$ cat config.mk
export PLATFORM = sky130hd
export DESIGN_NAME = apb_arbiter
export DESIGN_NICKNAME = d
export VERILOG_FILES = /design/src/rtl/apb_arbiter.sv
export SDC_FILE = /design/constraint.sdc
export NUM_CORES = 1
export LEC_CHECK = 0
export ABC_CLOCK_PERIOD_IN_PS = 2700
export CAP_MARGIN = 15
export CORE_UTILIZATION = 42
export DETAILED_ROUTE_END_ITERATION = 8
export HOLD_SLACK_MARGIN = 0.12
export PLACE_DENSITY = 0.83
export SKIP_CTS_REPAIR_TIMING = 1
export SKIP_LAST_GASP = 1
export SLEW_MARGIN = 30
export SYNTH_ARGS = -nofsm -noshare
export SYNTH_HDL_FRONTEND = slang
export SYNTH_SLANG_ARGS = --single-unit
$ cat constraint.sdc
create_clock -name pclk -period 2.7 [get_ports pclk]
set_clock_uncertainty 0.1 [all_clocks]
set_input_delay 0.405 -clock pclk [delete_from_list [all_inputs] [get_ports pclk]]
set_output_delay 0.405 -clock pclk [all_outputs]
set_load 0.02 [all_outputs]
$ cat src/rtl/apb_arbiter.sv
// Round-robin arbiter sharing one downstream APB completer segment between NUM_PORTS requesters.
// Request and response paths are fully registered; a per-transfer watchdog aborts hung completers.
module apb_arbiter #(
    parameter int unsigned NUM_PORTS      = 2,
    parameter int unsigned DATA_WIDTH     = 32,
    parameter int unsigned ADDR_WIDTH     = 16,
    parameter int unsigned TIMEOUT_CYCLES = 255
) (
    input  logic                                          pclk,
    input  logic                                          rst,
    // Upstream requester-side ports (arbiter acts as completer)
    input  logic [NUM_PORTS-1:0]                          up_psel_i,
    input  logic [NUM_PORTS-1:0][ADDR_WIDTH-1:0]          up_paddr_i,
    input  logic [NUM_PORTS-1:0]                          up_pwrite_i,
    input  logic [NUM_PORTS-1:0][DATA_WIDTH-1:0]          up_pwdata_i,
    input  logic [NUM_PORTS-1:0][DATA_WIDTH/8-1:0]        up_pstrb_i,
    input  logic [NUM_PORTS-1:0][2:0]                     up_pprot_i,
    output logic [NUM_PORTS-1:0]                          up_pready_o,
    output logic [NUM_PORTS-1:0][DATA_WIDTH-1:0]          up_prdata_o,
    output logic [NUM_PORTS-1:0]                          up_pslverr_o,
    // Downstream shared completer segment (arbiter acts as requester)
    output logic                                          ds_psel_o,
    output logic                                          ds_penable_o,
    output logic                                          ds_pwrite_o,
    output logic [ADDR_WIDTH-1:0]                         ds_paddr_o,
    output logic [DATA_WIDTH-1:0]                         ds_pwdata_o,
    output logic [DATA_WIDTH/8-1:0]                       ds_pstrb_o,
    output logic [2:0]                                    ds_pprot_o,
    input  logic                                          ds_pready_i,
    input  logic [DATA_WIDTH-1:0]                         ds_prdata_i,
    input  logic                                          ds_pslverr_i,
    // Status
    output logic [$clog2(NUM_PORTS)-1:0]                  active_port,
    output logic                                          busy,
    output logic [15:0]                                   timeout_count
);

    localparam int unsigned PW  = $clog2(NUM_PORTS);
    localparam int unsigned WdW = (TIMEOUT_CYCLES < 2) ? 1 : $clog2(TIMEOUT_CYCLES);
    localparam logic [WdW-1:0] WdLast = WdW'((TIMEOUT_CYCLES == 0) ? 0 : TIMEOUT_CYCLES - 1);

    typedef enum logic [1:0] {StIdle, StSetup, StAccess, StComplete} state_e;

    state_e                                  state_q;
    logic [PW-1:0]                           rr_q;
    logic [PW-1:0]                           active_q;
    logic                                    busy_q;
    logic                                    drop_q;
    logic [WdW-1:0]                          wd_q;
    logic [15:0]                             tcnt_q;
    logic                                    ds_psel_q;
    logic                                    ds_penable_q;
    logic                                    ds_pwrite_q;
    logic [ADDR_WIDTH-1:0]                   ds_paddr_q;
    logic [DATA_WIDTH-1:0]                   ds_pwdata_q;
    logic [DATA_WIDTH/8-1:0]                 ds_pstrb_q;
    logic [2:0]                              ds_pprot_q;
    logic [NUM_PORTS-1:0]                    up_pready_q;
    logic [NUM_PORTS-1:0][DATA_WIDTH-1:0]    up_prdata_q;
    logic [NUM_PORTS-1:0]                    up_pslverr_q;

    logic                                    req_found;
    logic [PW-1:0]                           req_idx;
    logic [PW:0]                             sum;
    logic [PW-1:0]                           cand;
    logic                                    deliver;

    // First requesting index at or after the RR pointer, wrapping modulo NUM_PORTS.
    always_comb begin
        req_found = 1'b0;
        req_idx   = '0;
        sum       = '0;
        cand      = '0;
        for (int i = 0; i < NUM_PORTS; i++) begin
            sum = {1'b0, rr_q} + (PW+1)'(i);
            if (sum >= (PW+1)'(NUM_PORTS)) begin
                sum = sum - (PW+1)'(NUM_PORTS);
            end
            cand = sum[PW-1:0];
            if (!req_found && up_psel_i[cand]) begin
                req_found = 1'b1;
                req_idx   = cand;
            end
        end
    end

    // A requester that dropped psel mid-transfer gets no response.
    assign deliver = !drop_q && up_psel_i[active_q];

    always_ff @(posedge pclk) begin
        if (rst) begin
            state_q      <= StIdle;
            rr_q         <= '0;
            active_q     <= '0;
            busy_q       <= 1'b0;
            drop_q       <= 1'b0;
            wd_q         <= '0;
            tcnt_q       <= '0;
            ds_psel_q    <= 1'b0;
            ds_penable_q <= 1'b0;
            ds_pwrite_q  <= 1'b0;
            ds_paddr_q   <= '0;
            ds_pwdata_q  <= '0;
            ds_pstrb_q   <= '0;
            ds_pprot_q   <= '0;
            up_pready_q  <= '0;
            up_prdata_q  <= '0;
            up_pslverr_q <= '0;
        end else begin
            unique case (state_q)
                StIdle: begin
                    if (req_found) begin
                        ds_paddr_q  <= up_paddr_i[req_idx];
                        ds_pwrite_q <= up_pwrite_i[req_idx];
                        ds_pwdata_q <= up_pwdata_i[req_idx];
                        ds_pstrb_q  <= up_pstrb_i[req_idx];
                        ds_pprot_q  <= up_pprot_i[req_idx];
                        ds_psel_q   <= 1'b1;
                        active_q    <= req_idx;
                        busy_q      <= 1'b1;
                        drop_q      <= 1'b0;
                        state_q     <= StSetup;
                    end
                end
                StSetup: begin
                    ds_penable_q <= 1'b1;
                    wd_q         <= '0;
                    if (!up_psel_i[active_q]) drop_q <= 1'b1;
                    state_q      <= StAccess;
                end
                StAccess: begin
                    if (!up_psel_i[active_q]) drop_q <= 1'b1;
                    if (ds_pready_i) begin
                        ds_psel_q    <= 1'b0;
                        ds_penable_q <= 1'b0;
                        state_q      <= StComplete;
                        if (deliver) begin
                            up_pready_q[active_q]  <= 1'b1;
                            up_prdata_q[active_q]  <= ds_prdata_i;
                            up_pslverr_q[active_q] <= ds_pslverr_i;
                        end
                    end else if (TIMEOUT_CYCLES != 0 && wd_q == WdLast) begin
                        ds_psel_q    <= 1'b0;
                        ds_penable_q <= 1'b0;
                        state_q      <= StComplete;
                        if (tcnt_q != 16'hffff) tcnt_q <= tcnt_q + 16'd1;
                        if (deliver) begin
                            up_pready_q[active_q]  <= 1'b1;
                            up_prdata_q[active_q]  <= '0;
                            up_pslverr_q[active_q] <= 1'b1;
                        end
                    end else begin
                        wd_q <= wd_q + 1'b1;
                    end
                end
                StComplete: begin
                    up_pready_q  <= '0;
                    up_prdata_q  <= '0;
                    up_pslverr_q <= '0;
                    rr_q         <= (active_q == PW'(NUM_PORTS - 1)) ? '0 : active_q + 1'b1;
                    busy_q       <= 1'b0;
                    state_q      <= StIdle;
                end
                default: state_q <= StIdle;
            endcase
        end
    end

    assign up_pready_o   = up_pready_q;
    assign up_prdata_o   = up_prdata_q;
    assign up_pslverr_o  = up_pslverr_q;
    assign ds_psel_o     = ds_psel_q;
    assign ds_penable_o  = ds_penable_q;
    assign ds_pwrite_o   = ds_pwrite_q;
    assign ds_paddr_o    = ds_paddr_q;
    assign ds_pwdata_o   = ds_pwdata_q;
    assign ds_pstrb_o    = ds_pstrb_q;
    assign ds_pprot_o    = ds_pprot_q;
    assign active_port   = active_q;
    assign busy          = busy_q;
    assign timeout_count = tcnt_q;

endmodule

==> metrics <==
status finished clean; Initial Util 42.97%; global-route usage over all layers 24.10%; Most used DFF post-synth dfxtp_1; CTS tree built; peak supply drop 0.0005547 V; most common cell in the netlist dfxtp_1; # IOs 294; CP max stage delay 0.36 ns; synthesized flop and latch total 156; Worst-Skew Late Latency 0.42 ns; Max Cap Violations 0; final hold violation count 0; final setup violation count 0; hpwl dp 13.77 mm; Syn Inst Count 673; largest net degree at the start of global routing 113; Slew headroom 55.85%; Clock Path Buffers 2; IO Port Bufs 293; Tcrit/Tclk final 83.14%; clock sink count 156; Worst Setup End Kind register; number of global-route vias before repair 5,880; synthesized area 6533 µm²; Hold Crit Class reg -> reg; area of the core 15,200 µm²; slew of the pin with the lowest slew margin 0.6562 ns; global-route wire length before repair 30.42 mm; std cell rows 45; final worst path period need 2.245 ns; H-tree depth 4; Die X-Extent 126.7 µm; total iterations of the first detailed-routing run 5; syn_area_per_cell 9.707 µm²; Num CTS Buffers 17; CTS Root Cell clkbuf_16; final instance area 10,290 µm²; top-area cell type share of the netlist area 47.81%; drt initial violations 453; Netlist cell types 54; Leak 3.930 nW; routability cong. 0.8107; vias per inst 5.460; Slew Viols, Final 0; vias post-DR 6,257; Crit path arrival time 2.46 ns; Die ar. 16,060 µm²; EDFF count, synth 0; P&R area growth vs syn 57.54%; most frequent cells after synthesis 156 x dfxtp_1, 70 x nor2_1, 62 x a211oi_1, 61 x mux2i_1, 50 x nand2_1; Seq/Total Area, Yosys 47.81%; fmax 445.5 MHz; nets 1,104; # diodes 0; crit path max-delay cell type o22ai_1; Setup CP Type reg -> reg; RSZ-0062 raised after global routing no; final antenna-violating net count 0; GR Overflow Total 0; synth top area cells dfxtp_1 48%, mux2i_1 9.3%, a211oi_1 7.1%; WL per Instance 16.83 µm; Ys Warns 0; final setup TNS 0 ns; share of cells above drive strength 1 6.263%; DRC violations left 0; area leader, netlist dfxtp_1; Die Span Y 126.7 µm; Worst EP required 2.91 ns; asr flop ratio synth 0%; syn_nets 831; initial antenna violation count 0; dpl cell area 9677 µm²; startpoint class of the critical path register; Worst-path clk slew 0.06 ns; CP most frequent cell buf_4; CP max FO 32; worst path cell trace inv_1 > ha_1 > buf_4 > nand2b_1 > o22ai_1 > a31oi_2 > buf_4 > a32o_1; WL final 19.29 mm; Power Density 804.0 nW/µm²
kinds of logic after synthesis:
family	Yosys count	synth area share, %
compound gates	192	22.98
simple gates	183	13.46
flops	156	47.81
buf+inv	69	4.214
mux	64	9.864
fa+ha+maj	8	1.532
xor+xnor	1	0.1341
area by class of cell:
class / count / area [µm²]
tap: 188 / 235.2
clock buffer: 20 / 446.7
clock inverter: 11 / 167.7
timing repair buffer: 308 / 3090
inverter: 15 / 56.30
sequential: 156 / 3123
multi-input combinational: 448 / 3172
fill: 1200 / 4911
cells in the final DEF (no fill, tap or decap), types with 7 or more instances in the layout:
master | synthesis | final
clkdlybuf4s50_1 | 0 | 292
dfxtp_1 | 156 | 156
nor2_1 | 70 | 69
a211oi_1 | 62 | 62
mux2i_1 | 61 | 61
nand2_1 | 50 | 50
o2bb2ai_1 | 33 | 33
a32o_1 | 33 | 33
a21oi_1 | 20 | 20
clkbuf_16 | 0 | 17
inv_1 | 14 | 14
nand3_1 | 13 | 13
buf_4 | 0 | 11
o21ai_0 | 10 | 10
o31ai_1 | 9 | 9
ha_1 | 8 | 8
or3_1 | 7 | 7
critical path: cells and delay by family, from the launching register on:
family,cells,cell delay (ns)
AO/OA/AOI/OAI,3,0.75
buffers and inverters,3,0.58
flip-flops,1,0.34
adder cells (fa/ha/maj),1,0.25
AND/OR/NAND/NOR,1,0.09
metrics by stage:
| stage | instances | setup slack, ns | utilization (%) | power (W) | hold slack, ns |
|---|---|---|---|---|---|
| after floorplan | 673 | 0.6153 | - | 0.004503 | 0.3624 |
| after global placement | 1115 | 0.2299 | 63.65 | 0.005764 | 0.3440 |
| after detailed placement | 1115 | 0.1835 | 63.65 | 0.005801 | 0.3470 |
| after CTS | 1146 | 0.4726 | 67.70 | 0.008323 | 0.3655 |
| after global routing | 1146 | 0.2481 | 67.70 | 0.008670 | 0.3718 |
| final | 1146 | 0.4551 | 67.70 | 0.008274 | 0.3623 |
worst paths after layout:
| kind | start | end | slack (ns) | depth (start not counted) |
|---|---|---|---|---|
| setup reg to reg | state_q[0] | up_prdata_o[38] | 0.46 | 8 |
| setup / recovery | state_q[0] | up_prdata_o[38] | 0.46 | 8 |
| hold / removal | up_prdata_o[7] | up_prdata_o[7] | 0.36 | 1 |
| hold reg to reg | up_prdata_o[7] | up_prdata_o[7] | 0.36 | 1 |
metal layers:
layer | global-route usage (%) | vias up | wire length (µm)
met1 | 28.16 | 2925 | 7926
met4 | 9.174 | 0 | 425
li1 | - | 3080 | -
met5 | 0 | - | 0
met2 | 42.35 | 212 | 9868
met3 | 6.242 | 40 | 1069
state kept, by name (all words and copies together), names as in the netlist, 2 cells and up:
signal / flops
up_prdata_o: 64
ds_pwdata_o: 32
ds_paddr_o: 16
timeout_count: 16
wd_q: 8
ds_pstrb_o: 4
ds_pprot_o: 3
state_q: 2
up_pready_o: 2
up_pslverr_o: 2
power breakdown:
group	switching, W	leakage, nW	internal [W]
combinational	0.00156	2.36	0.00128
sequential	0.000225	1.27	0.00270
clock	0.000946	0.296	0.00157
total	0.00273	3.93	0.00554
No activity file was read; power rests on OpenSTA's default activity.
